==> src/rtl/seg_pkg.sv <==
// Shared segment codes, converter state type and BCD sizing helper for the
// multiplexed decimal display.
package seg_pkg;

    typedef enum logic [1:0] {IDLE, SHIFT, DONE} convState_e;

    // Active-low {g,f,e,d,c,b,a}
    localparam logic [6:0] SEG_0     = 7'h40;
    localparam logic [6:0] SEG_1     = 7'h79;
    localparam logic [6:0] SEG_2     = 7'h24;
    localparam logic [6:0] SEG_3     = 7'h30;
    localparam logic [6:0] SEG_4     = 7'h19;
    localparam logic [6:0] SEG_5     = 7'h12;
    localparam logic [6:0] SEG_6     = 7'h02;
    localparam logic [6:0] SEG_7     = 7'h78;
    localparam logic [6:0] SEG_8     = 7'h00;
    localparam logic [6:0] SEG_9     = 7'h10;
    localparam logic [6:0] SEG_BLANK = 7'h7F;
    localparam logic [6:0] SEG_DASH  = 7'h3F;

    // ceil(w * 0.302) + 1 decimal digits always hold a w-bit unsigned value.
    function automatic int bcdDigits(input int valueW);
        return (valueW * 302 + 999) / 1000 + 1;
    endfunction

    function automatic logic [6:0] segEncode(input logic [3:0] digit);
        logic [6:0] code;
        case (digit)
            4'd0:    code = SEG_0;
            4'd1:    code = SEG_1;
            4'd2:    code = SEG_2;
            4'd3:    code = SEG_3;
            4'd4:    code = SEG_4;
            4'd5:    code = SEG_5;
            4'd6:    code = SEG_6;
            4'd7:    code = SEG_7;
            4'd8:    code = SEG_8;
            4'd9:    code = SEG_9;
            default: code = SEG_BLANK;
        endcase
        return code;
    endfunction

endpackage

==> src/rtl/bin2bcd_seq.sv <==
// Sequential shift-add-3 binary to BCD converter, one input bit per clock.
// start is accepted only while idle; done is high for the single DONE cycle.
module bin2bcd_seq
    import seg_pkg::*;
#(
    parameter int VALUE_W = 8,
    parameter int BCD_N   = bcdDigits(VALUE_W)
) (
    input  logic                 clk,
    input  logic                 rst,
    input  logic                 start,
    input  logic [VALUE_W-1:0]   bin,
    output logic                 busy,
    output logic                 done,
    output logic [BCD_N*4-1:0]   bcd
);

    localparam int CNT_W = $clog2(VALUE_W + 1);
    localparam logic [CNT_W-1:0] CNT_LAST = CNT_W'(VALUE_W - 1);

    convState_e state, nextState;
    logic [CNT_W-1:0]   bitCnt;
    logic [VALUE_W-1:0] binSr;
    logic [BCD_N*4-1:0] bcdSr;
    logic [BCD_N*4-1:0] bcdAdj;
    logic               loadEn;
    logic               shiftEn;

    function automatic logic [3:0] add3(input logic [3:0] d);
        return (d >= 4'd5) ? d + 4'd3 : d;
    endfunction

    always_ff @(posedge clk or posedge rst) begin
        if (rst) begin
            state <= IDLE;
        end else begin
            state <= nextState;
        end
    end

    always_comb begin
        nextState = state;
        busy      = 1'b1;
        done      = 1'b0;
        loadEn    = 1'b0;
        shiftEn   = 1'b0;
        case (state)
            IDLE: begin
                busy = 1'b0;
                if (start) begin
                    loadEn    = 1'b1;
                    nextState = SHIFT;
                end
            end
            SHIFT: begin
                shiftEn = 1'b1;
                if (bitCnt == CNT_LAST) begin
                    nextState = DONE;
                end
            end
            DONE: begin
                done      = 1'b1;
                nextState = IDLE;
            end
            default: nextState = IDLE;
        endcase
    end

    always_ff @(posedge clk or posedge rst) begin
        if (rst) begin
            bitCnt <= '0;
        end else if (loadEn) begin
            bitCnt <= '0;
        end else if (shiftEn) begin
            bitCnt <= bitCnt + CNT_W'(1);
        end
    end

    // Adjust every digit before the shift so each one stays a legal BCD digit.
    always_comb begin
        bcdAdj = '0;
        for (int i = 0; i < BCD_N; i++) begin
            bcdAdj[i*4 +: 4] = add3(bcdSr[i*4 +: 4]);
        end
    end

    always_ff @(posedge clk) begin
        if (loadEn) begin
            binSr <= bin;
            bcdSr <= '0;
        end else if (shiftEn) begin
            bcdSr <= {bcdAdj[BCD_N*4-2:0], binSr[VALUE_W-1]};
            binSr <= {binSr[VALUE_W-2:0], 1'b0};
        end
    end

    assign bcd = bcdSr;

endmodule

==> src/rtl/seg_scan_bcd.sv <==
// Multiplexed seven-segment decimal display with a background BCD converter.
// Define SEG_LZB_EN to blank leading zeros (digit 0 always shows a numeral).
module seg_scan_bcd
    import seg_pkg::*;
#(
    parameter int DIVIDE_BY = 100000,
    parameter int DIGITS    = 4,
    parameter int VALUE_W   = 8
) (
    input  logic               clk,
    input  logic               btnC,
    input  logic [VALUE_W-1:0] value,
    output logic [DIGITS-1:0]  an,
    output logic [6:0]         seg,
    output logic               bcd_valid,
    output logic               ovf
);

    localparam int BCD_N = bcdDigits(VALUE_W);
    localparam int EXT_N = (BCD_N > DIGITS) ? BCD_N : DIGITS;
    localparam int REF_W = (DIVIDE_BY > 1) ? $clog2(DIVIDE_BY) : 1;
    localparam int IDX_W = $clog2(DIGITS);
    localparam logic [REF_W-1:0] REF_LAST = REF_W'(DIVIDE_BY - 1);
    localparam logic [IDX_W-1:0] IDX_LAST = IDX_W'(DIGITS - 1);

    logic                 rst;
    logic [REF_W-1:0]     refCnt;
    logic [IDX_W-1:0]     digitIdx;
    logic [VALUE_W-1:0]   shadow;
    logic                 forceCap;
    logic                 convStart;
    logic                 convBusy;
    logic                 convDone;
    logic                 accept;
    logic [BCD_N*4-1:0]   convBcd;
    logic [EXT_N*4-1:0]   bcdExt;
    logic [DIGITS*4-1:0]  dispDigits;
    logic                 dispOvf;
    logic [3:0]           curDigit;

    assign rst = btnC;

    // Any nonzero digit the display cannot show means the value does not fit.
    function automatic logic exceedsDigits(input logic [EXT_N*4-1:0] b);
        logic hit;
        hit = 1'b0;
        for (int i = DIGITS; i < EXT_N; i++) begin
            if (b[i*4 +: 4] != 4'd0) hit = 1'b1;
        end
        return hit;
    endfunction

    // Capture stage: start on a changed input or once right after reset
    assign convStart = forceCap || (value != shadow);
    assign accept    = convStart && !convBusy;

    always_ff @(posedge clk or posedge rst) begin
        if (rst) begin
            forceCap <= 1'b1;
        end else if (accept) begin
            forceCap <= 1'b0;
        end
    end

    always_ff @(posedge clk) begin
        if (accept) begin
            shadow <= value;
        end
    end

    bin2bcd_seq #(
        .VALUE_W (VALUE_W),
        .BCD_N   (BCD_N)
    ) u_conv (
        .clk   (clk),
        .rst   (rst),
        .start (convStart),
        .bin   (value),
        .busy  (convBusy),
        .done  (convDone),
        .bcd   (convBcd)
    );

    always_comb begin
        bcdExt = '0;
        bcdExt[BCD_N*4-1:0] = convBcd;
    end

    // Display stage: whole result swapped in at once so no digit is ever stale
    always_ff @(posedge clk or posedge rst) begin
        if (rst) begin
            dispDigits <= '0;
            dispOvf    <= 1'b0;
            bcd_valid  <= 1'b0;
        end else begin
            bcd_valid <= convDone;
            if (convDone) begin
                dispDigits <= bcdExt[DIGITS*4-1:0];
                dispOvf    <= exceedsDigits(bcdExt);
            end
        end
    end

    assign ovf = dispOvf;

    // Scan stage: free-running, never disturbed by conversions
    always_ff @(posedge clk or posedge rst) begin
        if (rst) begin
            refCnt   <= '0;
            digitIdx <= '0;
        end else if (refCnt == REF_LAST) begin
            refCnt   <= '0;
            digitIdx <= (digitIdx == IDX_LAST) ? '0 : digitIdx + IDX_W'(1);
        end else begin
            refCnt <= refCnt + REF_W'(1);
        end
    end

    assign an = ~(DIGITS'(1) << digitIdx);

    always_comb begin
        curDigit = 4'd0;
        for (int i = 0; i < DIGITS; i++) begin
            if (digitIdx == IDX_W'(i)) curDigit = dispDigits[i*4 +: 4];
        end
    end

`ifdef SEG_LZB_EN
    logic [DIGITS-1:0] blankMask;
    logic              seenNonZero;
    logic              curBlank;

    // Walk down from the top digit; everything above the first nonzero blanks.
    always_comb begin
        blankMask   = '0;
        seenNonZero = 1'b0;
        for (int i = DIGITS - 1; i >= 1; i--) begin
            if (dispDigits[i*4 +: 4] != 4'd0) seenNonZero = 1'b1;
            blankMask[i] = ~seenNonZero;
        end
    end

    always_comb begin
        curBlank = 1'b0;
        for (int i = 0; i < DIGITS; i++) begin
            if (digitIdx == IDX_W'(i)) curBlank = blankMask[i];
        end
    end

    always_comb begin
        if (dispOvf) begin
            seg = SEG_DASH;
        end else if (curBlank) begin
            seg = SEG_BLANK;
        end else begin
            seg = segEncode(curDigit);
        end
    end
`else
    always_comb begin
        if (dispOvf) begin
            seg = SEG_DASH;
        end else begin
            seg = segEncode(curDigit);
        end
    end
`endif

endmodule

==> config.mk <==
export PLATFORM = sky130hd
export DESIGN_NAME = seg_scan_bcd
export DESIGN_NICKNAME = d
export VERILOG_FILES = /design/src/rtl/seg_pkg.sv /design/src/rtl/bin2bcd_seq.sv /design/src/rtl/seg_scan_bcd.sv
export SDC_FILE = /design/constraint.sdc
export NUM_CORES = 1
export LEC_CHECK = 0
export ABC_CLOCK_PERIOD_IN_PS = 3600
export CORE_MARGIN = 8
export CORE_UTILIZATION = 31
export DETAILED_ROUTE_END_ITERATION = 10
export PLACE_DENSITY_LB_ADDON = 0.2
export RECOVER_POWER = 25
export SETUP_SLACK_MARGIN = 0.1
export SYNTH_ARGS = -nofsm -noshare
export SYNTH_HDL_FRONTEND = slang
export SYNTH_SLANG_ARGS = --single-unit
==> constraint.sdc <==
create_clock -name clk -period 3.6 [get_ports clk]
set_input_delay 1.08 -clock clk [delete_from_list [all_inputs] [get_ports clk]]
set_output_delay 1.08 -clock clk [all_outputs]
set_load 0.005 [all_outputs]
Word level (Yosys, flattened, before mapping)
Memories as Yosys holds them, arrays and structs flattened.
Cells that the tools add are included.
Widths: inputs -> output; s select.
{"block": "word_totals", "ff_bits": 75, "romBits": 112, "output_inout_bits": 13, "n_memories": 1}
{"block": "op_classes", "addsub": 7, "n_lt_le_gt_ge": 4, "eq_ne": 10, "n_shift": 1, "mux": 21, "n_bitwise": 1, "n_reduce_logical": 6}
{"name": "(no name shown)", "depth": 16, "word_bits": 7, "rd": 1, "rd_ports_with_merged_regs": 0, "write_ports": 0, "line": "seg_pkg.sv:28", "text": "case (digit)"}
{"cell": "$mux 4", "count": 9}
{"cell": "$add 17x1->17 const B", "count": 1}
{"cell": "$eq 17x17->1 const B", "count": 1}
{"cell": "$mux 17", "count": 1}
{"cell": "$ge 4x3->1 const B", "count": 4}
{"cell": "$mux 8", "count": 2}
{"cell": "$add 4x2->4 const B", "count": 3}
{"cell": "$ne 8x8->1", "count": 1}
{"cell": "$eq 2x2->1 const B", "count": 3}
{"cell": "$mux 2", "count": 3}
{"cell": "$add 4x1->4 const B", "count": 1}
{"cell": "$eq 2x1->1 const B", "count": 2}
{"cell": "$eq 4x3->1 const B", "count": 1}
{"cell": "$logic_not 2->1", "count": 2}
{"cell": "$mux 1", "count": 4}
{"cell": "$not 4->4", "count": 1}
{"cell": "$pmux 2 s2", "count": 1}
{"cell": "$shl 1x2->4 const A", "count": 1}
{"cell": "$add 3x2->3 const B", "count": 1}
{"cell": "$mux 3", "count": 1}
{"cell": "$add 2x1->2 const B", "count": 1}
{"cell": "$ne 2x1->1 const B", "count": 1}
{"cell": "$ne 2x2->1 const B", "count": 1}
{"cell": "$reduce_and 2->1", "count": 1}
{"cell": "other kinds (3)", "count": 3}

Depth between registers and ports, before layout
Gate-level depths: netlist (run 1).
An unclocked memory read counts as a cell.
{"block": "depth", "depth_word": 6, "mapped_depth": 9, "depth_no_buf": 8}

Cells and area by module
From an unflattened synthesis (run 1), not the netlist that was laid out.
{"block": "hier_totals", "hier_cells": 343, "area_unflattened_um2": 3751.1}
{"mod": "seg_scan_bcd", "instances": 1, "cells_per_inst": 190, "area_per_inst_um2": 2184.6, "seq_area_each_um2": 1167.4}
{"mod": "bin2bcd_seq", "instances": 1, "cells_per_inst": 153, "area_per_inst_um2": 1566.5, "seq_area_each_um2": 710.7}

Worst setup path after synthesis (run 1)
No wires, ideal clock.
{"block": "synth_timing", "kind": "register to output", "from": "register digitIdx[0]", "to": "output seg[5]", "t_arrival_ns": 1.775, "required_time_ns": 2.520, "path_slack_ns": 0.745, "path_stages_with_launch": 9, "path_cell_list": "dfrtp_1 inv_1 ha_1 buf_4 a211oi_1 a221o_1 inv_1 ha_1 o32a_1"}
{"block": "synth_between", "elab_chain_len": 6, "word_cells_on_any_way": 9, "cone_classes": "eq/ne (3); mux (4); reduce/logical (1); memory (1)"}
{"element": "start: declaration", "line": "seg_scan_bcd.sv:28", "text": "logic [IDX_W-1:0] digitIdx;"}
{"element": "start signal: assignment", "line": "seg_scan_bcd.sv:113", "text": "digitIdx <= (digitIdx == IDX_LAST) ? '0 : digitIdx + IDX_W'(1);"}
{"element": "$logic_not 2->1", "line": "seg_scan_bcd.sv:124", "text": "if (digitIdx == IDX_W'(i)) curDigit = dispDigits[i*4 +: 4];"}
{"element": "$mux 4 (3 in a row)", "line": "seg_scan_bcd.sv:124"}
{"element": "$mux 4 (*)", "line": "seg_scan_bcd.sv:124"}
{"element": "$mem_v2 16x7 (*)"}
{"element": "end: declaration", "line": "seg_scan_bcd.sv:14", "text": "output logic [6:0] seg,"}
Mark *: on every way between the ends. The rest lies on a longest branch, timed or not.

Final worst setup path (run 1)
{"block": "layout_timing", "from": "register digitIdx[1]", "to": "output seg[5]"}
Same word-level chain as after synthesis.

==> flow_summary.toml, run 1 <==
[cts]
htreeDepth = 3
cts_root_buffer = "clkbuf_16"
cts_buffers = 9
holdBufCountCts = 0
cts_tree = "yes"
cts_sinks = 75
clock_path_buffers = 2
path_clk_slew_ns = 0.06
clk_latency_ns = 0.33

[critical_path]
endpoint_kind = "output port"
path_max_fanout = 9
cpMaxStageDelayCell = "dfrtp_2"
crit_family = "compound AO/OA/AOI/OAI gates"
crit_chain = "inv_2 > ha_4 > a211oi_2 > a221o_1 > inv_2 > ha_1 > o32a_1 > dlygate4sd2_1"
cp-start-kind = "register"
slowest_delay_ns = 0.42
worstPathRequired_ns = 2.52
crit_top_cell = "inv_2"
crit_buf_inv = 3
timing_worst_setup_path_type = "register to output port"
cp.arrival_ns = 2.33

[min_path]
min_path_type = "register to register"

[timing]
worstMarginPinSlew_ns = 1.00
fin_crit_sh_pct = 94.6
hold_violations = 0
finalClockSkew_ns = 0.00853
fmax_mhz = 294
maxSlewHeadroom_pct = 32.8
setup_violations = 0
rsz0062_at_grt = "true"
slew_viol_final = 0
fin_setup_tns_ns = 0
finalCriticalPeriod_ns = 3.41

[power_and_ir_drop]
seqPwrFrac_pct = 41.8
cellPowerDensity_nw_per_um2 = 696
p_int_mw = 2.08
power.total_mw = 3.05
p_switching_uw = 971
ir_drop_mv = 0.304
p_clk_share_pct = 25.8
p_leak_nw = 1.84
swShare_pct = 31.8
p_comb_share_pct = 32.3

[routing]
first_iter_violations = 105
routed_wl_mm = 7.13
post_drt_wl_per_cell_um = 13.6
vias_per_cell = 4.80
drt-pass1-iter-count = 4
via_count = 2507
drc = 0
postRouteAntennaNets = 0

[place]
gp_congestion = 0.738
io_buffer_count = 21
dp_hpwl_mm = 4.87

[synthesis]
ys_types = 48
ys.flop_type = "dfrtp_1"
ys_seq_area_share_pct = 51.8
synthCells = 342
synthesis.area_um2 = 3620
postSynthAreaPerCell_um2 = 10.6
synth_seq_cells = 75
synth_nets = 367
synth_edf_count = 16
ys_async_sr_fraction_pct = 57.3
synth_warnings = 0

[global_routing]
use_met3_pct = 2.13
busiest_layer = "met2"
overflow = 0
grtUsageMet1_pct = 13.2
grt_max_degree = 28
antenna_found_initial = 0
grt_pass1_wl_mm = 12.3
grt_pass1_vias = 2465
grt.met2_usage_pct = 15.4
grt.total_usage_pct = 10.2

[layout]
drive_above_1_share_pct = 16.1
final_core_util_pct = 38.4
final_common_cell = "dfrtp_1"
syn_to_final_growth_pct = 20.9
diodes = 0
mostFrequentLayoutCells = "40 x dfrtp_1, 34 x nand2_1, 25 x o21ai_0, 23 x nor2_1, 22 x inv_1"
finalNetCount = 399

[floorplan]
io_pins = 23
die_w_um = 124
rows = 39
start_util_pct = 31.7
die_area_um2 = 15400
die_h_um = 124
core_um2 = 11400

[job]
maxCapViolations = 0

[outcome]
status = "finished clean"
## stage by stage
stage	cell area (um2)	hold slack, ns	cells	setup WS (ns)
6_report	4380	0.464	522	0.195
5_1_grt	4380	0.483	522	0.0907
4_1_cts	4360	0.468	522	0.167
3_5_place_dp	3980	0.460	499	0.113
3_3_place_gp	3980	0.457	499	0.183
2_1_floorplan	3620	0.445	342	0.745
## routing by layer
layer  part of all wire (%)  up-vias
met5                      0        -
met4                    2.5        0
met3                    4.4       12
met2                     45       37
met1                     48     1203
li1                       -     1255
## synth_stat cells, types with 2 or more instances
library cell  instances  area share [%]
inv_1                26             2.7
mux2_4                5             2.1
mux2_2               10             3.1
dfxtp_1              16             8.8
o32ai_1               3            0.73
nand2_1              34             3.5
nand3b_1              3            0.62
a21o_1                2            0.41
nor3_1                4            0.55
nand4_1               6             1.0
clkbuf_1              3            0.31
xnor2_1              20             4.8
nand2b_1              7             1.2
buf_2                 4            0.55
nor2_1               23             2.4
dfrtp_1              42              29
and2_1                2            0.35
edfxtp_1             16              13
xor2_1               11             2.7
buf_4                 2            0.41
a221o_1               2            0.55
buf_6                 2            0.62
ha_1                 15             5.2
a211oi_1              3            0.62
nor3b_1               3            0.62
o21ai_0              25             3.5
a21oi_1              16             2.2
nor4_1                2            0.35
nand3_1              12             1.7
a22o_1                5             1.2
## sequential cells by signal, indices dropped and copies added (netlist names)
| signal | cells |
|---|---|
| shadow | 8 |
| dispDigits | 16 |
| u_conv.state | 2 |
| digitIdx | 2 |
| refCnt | 17 |
| bcd_valid | 1 |
| u_conv.bitCnt | 4 |
| u_conv.binSr | 8 |
| u_conv.bcd | 16 |
| forceCap | 1 |
## area by class of cell
type	instances	area [um2]
clock buffers	13	240
flip-flops and latches	75	1880
inverters	26	97.6
repair buffers	32	287
clock inverters	3	17.5
fillers	1148	7040
well taps	143	179
multi-input cells	230	1680
## worst paths after layout
| kind | startpoint | endpoint | slack, ns | depth (start not counted) |
|---|---|---|---|---|
| max in group asynchronous | btnC | dispDigits[2] | 1.58 | 3 |
| hold reg to reg | forceCap | forceCap | 0.46 | 1 |
| setup / recovery | digitIdx[1] | seg[5] | 0.19 | 8 |
| hold / removal | forceCap | forceCap | 0.46 | 1 |
| setup reg to reg | shadow[6] | u_conv.binSr[2] | 1.62 | 5 |
| min in group asynchronous | btnC | u_conv.bitCnt[2] | 1.31 | 2 |
## what timing repair did
action	in CTS	in global routing
endpoints found under the hold margin	0	0
gates resized for setup	24	7
pin swaps	2	2
setup endpoints to repair	7	5
setup buffers	7	0
gates cloned	0	0
## logic make-up after synthesis
group                      synth area share [%]
DFF                                        51.8
buffers and inverters                      4.59
muxes                                      5.18
and+or+nand+nor                            14.2
xor gates and xnor gates                   7.49
AOI/OAI and AO/OA                          11.4
other                                     0.103
adders and majority gates                  5.18
## power by group through the flow
stage,Clock (mW),Sequential (mW),Combinational [mW]
CTS,0.818,1.28,1.00
global route,0.857,1.31,1.12
global placement,0,1.29,0.971
floorplan,0,1.23,0.698
finish,0.789,1.28,0.986
detailed placement,0,1.29,0.983
No activity file was read; power rests on OpenSTA's default activity.
==> run 2: changes to the inputs <==
--- a/config.mk
+++ b/config.mk
@@ -7,7 +7,7 @@
 export LEC_CHECK = 0
 export ABC_CLOCK_PERIOD_IN_PS = 3600
 export CORE_MARGIN = 8
-export CORE_UTILIZATION = 31
+export CORE_UTILIZATION = 45
 export DETAILED_ROUTE_END_ITERATION = 10
 export PLACE_DENSITY_LB_ADDON = 0.2
 export RECOVER_POWER = 25
==> flow_summary.toml, run 2 (same netlist as run 1, synthesis figures left out) <==
[global_routing]
grt.total_usage_pct = 12.6
grt_pass1_wl_mm = 11.4
grt_pass1_vias = 2426
antenna_found_initial = 0
overflow = 0
grt_max_degree = 44

[floorplan]
io_pins = 23
start_util_pct = 46.7
die_area_um2 = 11200
rows = 32
die_h_um = 106
core_um2 = 7770
die_w_um = 106

[timing]
hold_violations = 0
slew_viol_final = 0
fin_crit_sh_pct = 96.1
setup_violations = 0
worstMarginPinSlew_ns = 1.05
rsz0062_at_grt = "true"
maxSlewHeadroom_pct = 29.8
fin_setup_tns_ns = 0
finalCriticalPeriod_ns = 3.46
fmax_mhz = 289
finalClockSkew_ns = 0.0232

[critical_path]
worstRegToRegCells = 5
path_depth = 8
worstPathRequired_ns = 2.52
crit_top_cell = "buf_4"
cp-start-kind = "register"
crit_chain = "buf_4 > ha_4 > nor3b_1 > a221o_1 > buf_4 > and2_4 > nor2_1 > clkdlybuf4s50_1"
path_max_fanout = 9
crit_end = "seg[2]"
slowest_delay_ns = 0.51
r2r_start = "shadow[6]"
timing_worst_setup_path_type = "register to output port"
r2r-end = "u_conv.binSr[6]"
endpoint_kind = "output port"
startpoint = "digitIdx[1]"
crit_buf_inv = 3
r2r_slack_ns = 1.66
cp.arrival_ns = 2.38
cpMaxStageDelayCell = "clkdlybuf4s50_1"
crit_family = "buffers and inverters"

[routing]
first_iter_violations = 83
vias_per_cell = 5.21
drc = 0
via_count = 2509
drt-pass1-iter-count = 4
post_drt_wl_per_cell_um = 13.8
routed_wl_mm = 6.66
postRouteAntennaNets = 0

[layout]
finalNetCount = 400
final_common_cell = "dfrtp_1"
syn_to_final_growth_pct = 16.9
mostFrequentLayoutCells = "41 x dfrtp_1, 33 x nand2_1, 25 x o21ai_0, 24 x inv_1, 23 x nor2_1"
largest_reg_flops = 17
drive_above_1_share_pct = 16.3
diodes = 0
fin_cells = 482
largest-register = "refCnt"

[power_and_ir_drop]
seqPwrFrac_pct = 44.4
cellPowerDensity_nw_per_um2 = 677
ir_drop_mv = 0.287
p_clk_share_pct = 21.0
p_int_mw = 1.88
swShare_pct = 34.5
p_leak_nw = 1.80
p_switching_uw = 988
p_comb_share_pct = 34.6
power.total_mw = 2.87

[place]
dpl.cell_count = 460
gp_congestion = 0.789
io_buffer_count = 21
dp_hpwl_mm = 4.62

[cts]
clock_path_buffers = 2
cts_buffers = 9
cts_tree = "yes"
clk_latency_ns = 0.36
htreeDepth = 3
cts_root_buffer = "clkbuf_8"
cts_sinks = 75
path_clk_slew_ns = 0.08

[min_path]
min_path_type = "register to register"

[outcome]
status = "finished clean"

[job]
maxCapViolations = 0
==> run 2: stage by stage <==
step / cell area [um2] / worst slack (ns) / hold WS, ns / utilization (%)
after global placement: 3950 / 0.212 / 0.455 / 50.8
after detailed placement: 3950 / 0.0958 / 0.460 / 50.8
after CTS: 4180 / 0.0950 / 0.474 / 53.9
after floorplan: 3620 / 0.745 / 0.445 / -
final: 4240 / 0.139 / 0.469 / 54.5
after global routing: 4240 / 0.0361 / 0.484 / 54.5
==> run 2: how the worst min path moves through the flow <==
stage	cells past startpoint	slack (ns)	end	start
floorplan	2	0.45	u_conv.bcd[13]	u_conv.bcd[13]
global placement	1	0.46	forceCap	forceCap
detailed placement	1	0.46	forceCap	forceCap
CTS	1	0.47	forceCap	forceCap
global route	1	0.48	forceCap	forceCap
finish	1	0.47	forceCap	forceCap
==> run 2: timing repair <==
item | in CTS | in global routing
buffers inserted | 3 | 2
resized for setup | 16 | 9
cloned | 0 | 1
hold buffers | 0 | 0
endpoints found under the setup margin | 7 | 6
pin swaps | 2 | 3
==> run 2: worst reg2reg max path: stages (launching register included) <==
cell and delay, ns:
edfxtp_1 0.39, xnor2_1 0.18, nand3_1 0.10, nor4_2 0.41, a21o_2 0.29, inv_1 0.26
==> run 2: layout make-up <==
type | instances | area (um2)
Timing Repair Buffer | 32 | 279
Sequential cell | 75 | 1880
Multi-Input combinational cell | 231 | 1670
Clock buffer | 9 | 124
Tap cell | 102 | 128
Inverter | 26 | 100
Fill cell | 707 | 3530
Clock inverter | 7 | 56.3
==> run 2: power by group through the flow <==
stage | Clock, mW | Sequential (mW) | Combinational, mW
after global placement | 0 | 1.28 | 0.968
final | 0.601 | 1.27 | 0.993
after floorplan | 0 | 1.23 | 0.698
after global routing | 0.653 | 1.30 | 1.12
after CTS | 0.619 | 1.27 | 0.985
after detailed placement | 0 | 1.28 | 0.995
==> run 2: per-layer routing <==
metal	track usage, %	share of wire [%]	up-vias
met5	0	0	-
met4	6.93	1.8	0
met3	2.80	4.5	8
met2	18.5	44	51
met1	16.7	50	1192
li1	-	-	1258
